`src/rtl/pipe_stage_reg.sv`:
```
// -----------------------------------------------------------------------------
// pipe_stage_reg
//
// Generic inter-stage pipeline register with a valid / allow-in handshake,
// a flush, NOP presentation of empty slots and a saturating stall counter.
// It sits between fetch/decode, decode/execute, execute/memory and
// memory/writeback.
//
// Optional feature macro: PIPE_SKID_EN
//   defined   : a second (skid) entry S sits behind the main entry M. The
//               stage holds up to two entries, and allow_in_o is a registered
//               function of S.valid, so it has no combinational path from
//               out_allow_in_i.
//   undefined : a single entry. allow_in_o = ~M.valid | out_allow_in_i.
//
// Parameters
//   DATA_W     payload width in bits
//   NOP_VALUE  payload presented while the slot is empty or flushed
//   CNT_W      stall counter width
//
// Ports
//   clk_i            in   clock; all state updates on the rising edge
//   rst_n            in   asynchronous active-low reset
//   flush_i          in   discard every held entry
//   in_valid_i       in   upstream holds a valid entry
//   in_data_i        in   upstream payload
//   allow_in_o       out  stage can accept an entry this cycle
//   out_valid_o      out  output entry valid
//   out_data_o       out  output payload; NOP_VALUE whenever out_valid_o=0
//   out_allow_in_i   in   downstream accepts this cycle
//   stall_cnt_clr_i  in   synchronous clear of the stall counter
//   stall_cnt_o      out  saturating count of downstream-stall cycles
// -----------------------------------------------------------------------------
module pipe_stage_reg #(
  parameter int unsigned       DATA_W    = 64,
  parameter logic [DATA_W-1:0] NOP_VALUE = {DATA_W{1'b0}},
  parameter int unsigned       CNT_W     = 16
) (
  input  logic              clk_i,
  input  logic              rst_n,
  input  logic              flush_i,
  input  logic              in_valid_i,
  input  logic [DATA_W-1:0] in_data_i,
  output logic              allow_in_o,
  output logic              out_valid_o,
  output logic [DATA_W-1:0] out_data_o,
  input  logic              out_allow_in_i,
  input  logic              stall_cnt_clr_i,
  output logic [CNT_W-1:0]  stall_cnt_o
);

  localparam logic [CNT_W-1:0] CNT_MAX = {CNT_W{1'b1}};

  // Main entry M: always the oldest entry, drives the output directly.
  logic              m_valid_q;
  logic              m_valid_d;
  logic [DATA_W-1:0] m_data_q;
  logic [DATA_W-1:0] m_data_d;

  // Stall counter.
  logic [CNT_W-1:0]  stall_cnt_q;
  logic [CNT_W-1:0]  stall_cnt_d;

  // M leaves the stage this cycle.
  logic              issue;
  // M is valid but downstream refuses it.
  logic              stall;

  assign issue = m_valid_q & out_allow_in_i;
  assign stall = m_valid_q & ~out_allow_in_i;

`ifdef PIPE_SKID_EN
  // ---------------------------------------------------------------------------
  // Two-entry variant: M plus skid entry S (S is always younger than M).
  // ---------------------------------------------------------------------------
  logic              s_valid_q;
  logic              s_valid_d;
  logic [DATA_W-1:0] s_data_q;
  logic [DATA_W-1:0] s_data_d;

  // Purely a flop output: the upstream ready path is cut here.
  assign allow_in_o = ~s_valid_q;

  always_comb begin
    m_valid_d = m_valid_q;
    m_data_d  = m_data_q;
    s_valid_d = s_valid_q;
    s_data_d  = s_data_q;

    if (flush_i) begin
      // Kill everything, including an entry presented this cycle.
      m_valid_d = 1'b0;
      m_data_d  = NOP_VALUE;
      s_valid_d = 1'b0;
      s_data_d  = NOP_VALUE;
    end else if (!s_valid_q) begin
      if (!m_valid_q || issue) begin
        // M is free next cycle: load the incoming entry or a bubble.
        m_valid_d = in_valid_i;
        m_data_d  = in_valid_i ? in_data_i : NOP_VALUE;
      end else if (in_valid_i) begin
        // M is stuck; allow_in_o was still high, so park the entry in S.
        s_valid_d = 1'b1;
        s_data_d  = in_data_i;
      end
    end else if (issue) begin
      // S moves forward into M; allow_in_o rises next cycle.
      m_valid_d = 1'b1;
      m_data_d  = s_data_q;
      s_valid_d = 1'b0;
      s_data_d  = NOP_VALUE;
    end
  end

  always_ff @(posedge clk_i or negedge rst_n) begin
    if (!rst_n) begin
      s_valid_q <= 1'b0;
      s_data_q  <= NOP_VALUE;
    end else begin
      s_valid_q <= s_valid_d;
      s_data_q  <= s_data_d;
    end
  end

`else
  // ---------------------------------------------------------------------------
  // Single-entry variant: ready passes straight through from downstream.
  // ---------------------------------------------------------------------------
  assign allow_in_o = ~m_valid_q | out_allow_in_i;

  always_comb begin
    m_valid_d = m_valid_q;
    m_data_d  = m_data_q;

    if (flush_i) begin
      m_valid_d = 1'b0;
      m_data_d  = NOP_VALUE;
    end else if (allow_in_o) begin
      // Either empty or issuing: take the new entry or fall back to a bubble.
      m_valid_d = in_valid_i;
      m_data_d  = in_valid_i ? in_data_i : NOP_VALUE;
    end
  end
`endif

  // ---------------------------------------------------------------------------
  // Main entry register
  // ---------------------------------------------------------------------------
  always_ff @(posedge clk_i or negedge rst_n) begin
    if (!rst_n) begin
      m_valid_q <= 1'b0;
      m_data_q  <= NOP_VALUE;
    end else begin
      m_valid_q <= m_valid_d;
      m_data_q  <= m_data_d;
    end
  end

  // M's payload is forced to NOP_VALUE whenever it goes invalid, so it can
  // drive the output without an extra mux.
  assign out_valid_o = m_valid_q;
  assign out_data_o  = m_data_q;

  // ---------------------------------------------------------------------------
  // Stall counter: clear beats increment; flush has no effect on it.
  // ---------------------------------------------------------------------------
  always_comb begin
    stall_cnt_d = stall_cnt_q;
    if (stall_cnt_clr_i) begin
      stall_cnt_d = '0;
    end else if (stall && (stall_cnt_q != CNT_MAX)) begin
      stall_cnt_d = stall_cnt_q + {{(CNT_W-1){1'b0}}, 1'b1};
    end
  end

  always_ff @(posedge clk_i or negedge rst_n) begin
    if (!rst_n) begin
      stall_cnt_q <= '0;
    end else begin
      stall_cnt_q <= stall_cnt_d;
    end
  end

  assign stall_cnt_o = stall_cnt_q;

endmodule

```
`config.mk`:
```
export PLATFORM = sky130hd
export DESIGN_NAME = pipe_stage_reg
export DESIGN_NICKNAME = d
export VERILOG_FILES = /design/src/rtl/pipe_stage_reg.sv
export SDC_FILE = /design/constraint.sdc
export NUM_CORES = 1
export LEC_CHECK = 0
export ABC_AREA = 1
export CAP_MARGIN = 0
export CORE_MARGIN = 5
export CORE_UTILIZATION = 40
export DETAILED_ROUTE_END_ITERATION = 12
export GPL_ROUTABILITY_DRIVEN = 0
export PLACE_DENSITY_LB_ADDON = 0.12
export SYNTH_ARGS = -nofsm -noshare
export SYNTH_HDL_FRONTEND = slang
export SYNTH_SLANG_ARGS = --single-unit
```
`constraint.sdc`:
```
create_clock -name clk_i -period 4.8 [get_ports clk_i]
set_clock_uncertainty 0.15 [all_clocks]
set_input_delay 0.96 -clock clk_i [delete_from_list [all_inputs] [get_ports clk_i]]
set_output_delay 0.96 -clock clk_i [all_outputs]
set_load 0.02 [all_outputs]
```
==> impl_metrics.ini <==
[clock_tree]
cts_root_buffer = clkbuf_8
clockBufferDepth = 2
postCtsSetupBuffers = 0
h-tree-depth = 3
clkLatencyLatePin_ps = 340
cts_tree = done
ctsResizeCount = 0
numCtsBuffers = 9
path_clk_slew_ps = 90
cts_sinks = 81
cts_hold_buffers = 0

[timing]
tns_ps = 0
period_share_pct = 71.1
rsz0062_at_grt = no
setup_viol = 0
worst_pin_slew_ps = 1050
fmax_ghz = 0.293
drv_slew = 0
setup_ws_ps = 1390
relSlewSlack_pct = 30.2
holdWs_ps = 367
fin_crit_ps = 3410
hold_viol = 0

[power_and_ir_drop]
seqPwrFrac_pct = 46.2
ir_worst_vdd_mv = 0.156
finalPower_mw = 1.56
swShare_pct = 23.9
intPower_mw = 1.19
comb_power_share_pct = 14.2
power.switching_uw = 373
p_clk_share_pct = 39.5
leakage_nw = 2.61
power_per_cell_area_nw_per_um2 = 284

[global_routing]
grt_usage_pct = 18.1
grt_max_degree = 82
overflow = 0
grt_pass1_wl_mm = 16.4
grt_antenna_before_repair = 0
grt_pass1_vias = 3333

[setup_path]
cp_max_fo = 4
crit_required_ps = 3690
reg2regPathDepth = 9
path_cells = clkdlybuf4s50_1, nor2_4, inv_1, clkdlybuf4s50_1
cp.buffers_inverters = 3
worstSetupPathType = input port to output port
cp_top_family = buffers and inverters
arrival_ps = 2300
critPathMaxStageDelay_ps = 640
cpMostUsedCell = clkdlybuf4s50_1
cp.depth = 4
endpoint_kind = output port
cp_slowest_cell = clkdlybuf4s50_1
cp-start-kind = input port

[finish]
drive_gt1_share_pct = 4.76
diodes = 0
nFillCells = 855
final_nets = 655
area_growth_pct = 49.7

[drt]
drtPass1Iterations = 4
avgViaCountPerCell = 4.80
routedWlPerCell_um = 14.5
ant_nets = 0
drc = 0
vias = 3353
finalWirelength_mm = 10.1
drtIter0Drc = 140

[synthesis]
netlist_area_sq_um = 3670
syn_inst = 442
ys_seq_area_share_pct = 55.2
ys_warn_count = 0
synth_cell_types = 21
avgSynthCellArea_sq_um = 8.31
syn_nets = 513
synth-seq-cells = 81

[min_path]
worstHoldPathType = register to register
hold_depth = 2

[floorplan]
die_area_sq_um = 11200
start_util_pct = 40.3
rows = 35
fp.dieW_um = 106
fp.dieH_um = 106
core-area_sq_um = 9110
design.portCount = 152

[placed_design]
post-place-ws_ps = 1390
place_hpwl_mm = 6.83
io_buffers = 151

[outcome]
status = completed

[job]
cap_violations = 0
-- area by class of cell --
class | instances | area (sq um) | share of cell area, %
repair buffers | 154 | 1530 | 27.9
multi-input cells | 253 | 1230 | 22.4
inverters | 85 | 319 | 5.80
well taps | 111 | 139 | 2.53
clock buffers | 11 | 151 | 2.75
flip-flops and latches | 81 | 2030 | 36.9
clock inverters | 4 | 98.8 | 1.80
-- state kept, by name, indices dropped and copies added, names as in the netlist --
signal	cells
out_data_o	64
out_valid_o	1
stall_cnt_o	16
-- cells by family after synthesis --
| kind of cell | Yosys count | share of synthesized area [%] |
|---|---|---|
| compound gates | 73 | 10.2 |
| simple gates | 175 | 21.7 |
| xor+xnor | 4 | 0.954 |
| fa+ha+maj | 1 | 0.341 |
| buf+inv | 108 | 11.6 |
| flops | 81 | 55.2 |
-- synth_stat cells --
master | number | area, sq um
nor2_1 | 18 | 67.6
dfrtp_1 | 81 | 2030
ha_1 | 1 | 12.5
inv_2 | 1 | 3.75
o21bai_1 | 3 | 22.5
o21ai_0 | 68 | 340
nand2_1 | 67 | 251
xor2_1 | 4 | 35.0
buf_2 | 11 | 55.1
nor3_1 | 1 | 5.00
nand3b_1 | 1 | 7.51
nand3_1 | 79 | 395
nand4_1 | 4 | 25.0
nor2_4 | 3 | 33.8
o21ai_1 | 2 | 10.0
buf_1 | 1 | 3.75
inv_1 | 84 | 315
buf_6 | 1 | 11.3
nor2_2 | 1 | 6.26
clkbuf_1 | 10 | 37.5
nand2_2 | 1 | 6.26
-- routing by layer --
metal	vias up	GRT usage, %	part of all wire (%)
met3	13	5.82	8.3
met4	0	6.38	1.7
met1	1547	23.6	44
li1	1674	-	-
met2	119	28.5	46
met5	-	0	0
-- final timing paths --
| kind | startpoint | end | slack [ps] |
|---|---|---|---|
| max | out_allow_in_i | allow_in_o | 1390 |
| min | out_data_o[18]$_DFFE_PN0P_ | out_data_o[18]$_DFFE_PN0P_ | 370 |
| max reg2reg | stall_cnt_o[1]$_DFFE_PN0P_ | stall_cnt_o[13]$_DFFE_PN0P_ | 2960 |
| min reg2reg | out_data_o[18]$_DFFE_PN0P_ | out_data_o[18]$_DFFE_PN0P_ | 370 |
| max in group asynchronous | rst_n | stall_cnt_o[10]$_DFFE_PN0P_ | 3160 |
| min in group asynchronous | rst_n | out_data_o[45]$_DFFE_PN0P_ | 620 |
-- cell usage in the layout (no fill, tap or decap) --
| cell | count |
|---|---|
| buf_4 | 4 |
| bufinv_16 | 3 |
| clkbuf_8 | 11 |
| clkdlybuf4s50_1 | 150 |
| dfrtp_1 | 81 |
| ha_1 | 1 |
| inv_1 | 83 |
| inv_2 | 2 |
| inv_6 | 1 |
| nand2_1 | 67 |
| nand2_2 | 1 |
| nand3_1 | 78 |
| nand3_2 | 1 |
| nand3b_1 | 1 |
| nand4_1 | 4 |
| nor2_1 | 17 |
| nor2_2 | 1 |
| nor2_4 | 4 |
| nor3_1 | 1 |
| o21ai_0 | 68 |
| o21ai_1 | 2 |
| o21bai_1 | 3 |
| xor2_1 | 4 |
-- worst min-delay path, delay by kind of cell (launching register included) --
family / cells / cell delay (ps)
flops: 1 / 350
simple gates: 1 / 70
compound gates: 1 / 60
-- power by group through the flow --
stage	combinational (mW)	clock (mW)	sequential, mW
2_1_floorplan	0.0525	0	0.767
6_report	0.222	0.617	0.722
3_5_place_dp	0.226	0	0.735
5_1_grt	0.241	0.667	0.726
3_3_place_gp	0.225	0	0.734
4_1_cts	0.227	0.636	0.722
-- stage by stage --
| stage | std cells | instance area, sq um | util, % |
|---|---|---|---|
| after global placement | 684 | 5250 | 57.6 |
| after floorplan | 442 | 3670 | - |
| final | 699 | 5500 | 60.4 |
| after global routing | 699 | 5500 | 60.4 |
| after detailed placement | 684 | 5250 | 57.6 |
| after CTS | 699 | 5500 | 60.4 |
(Power assumes the default switching activity.)
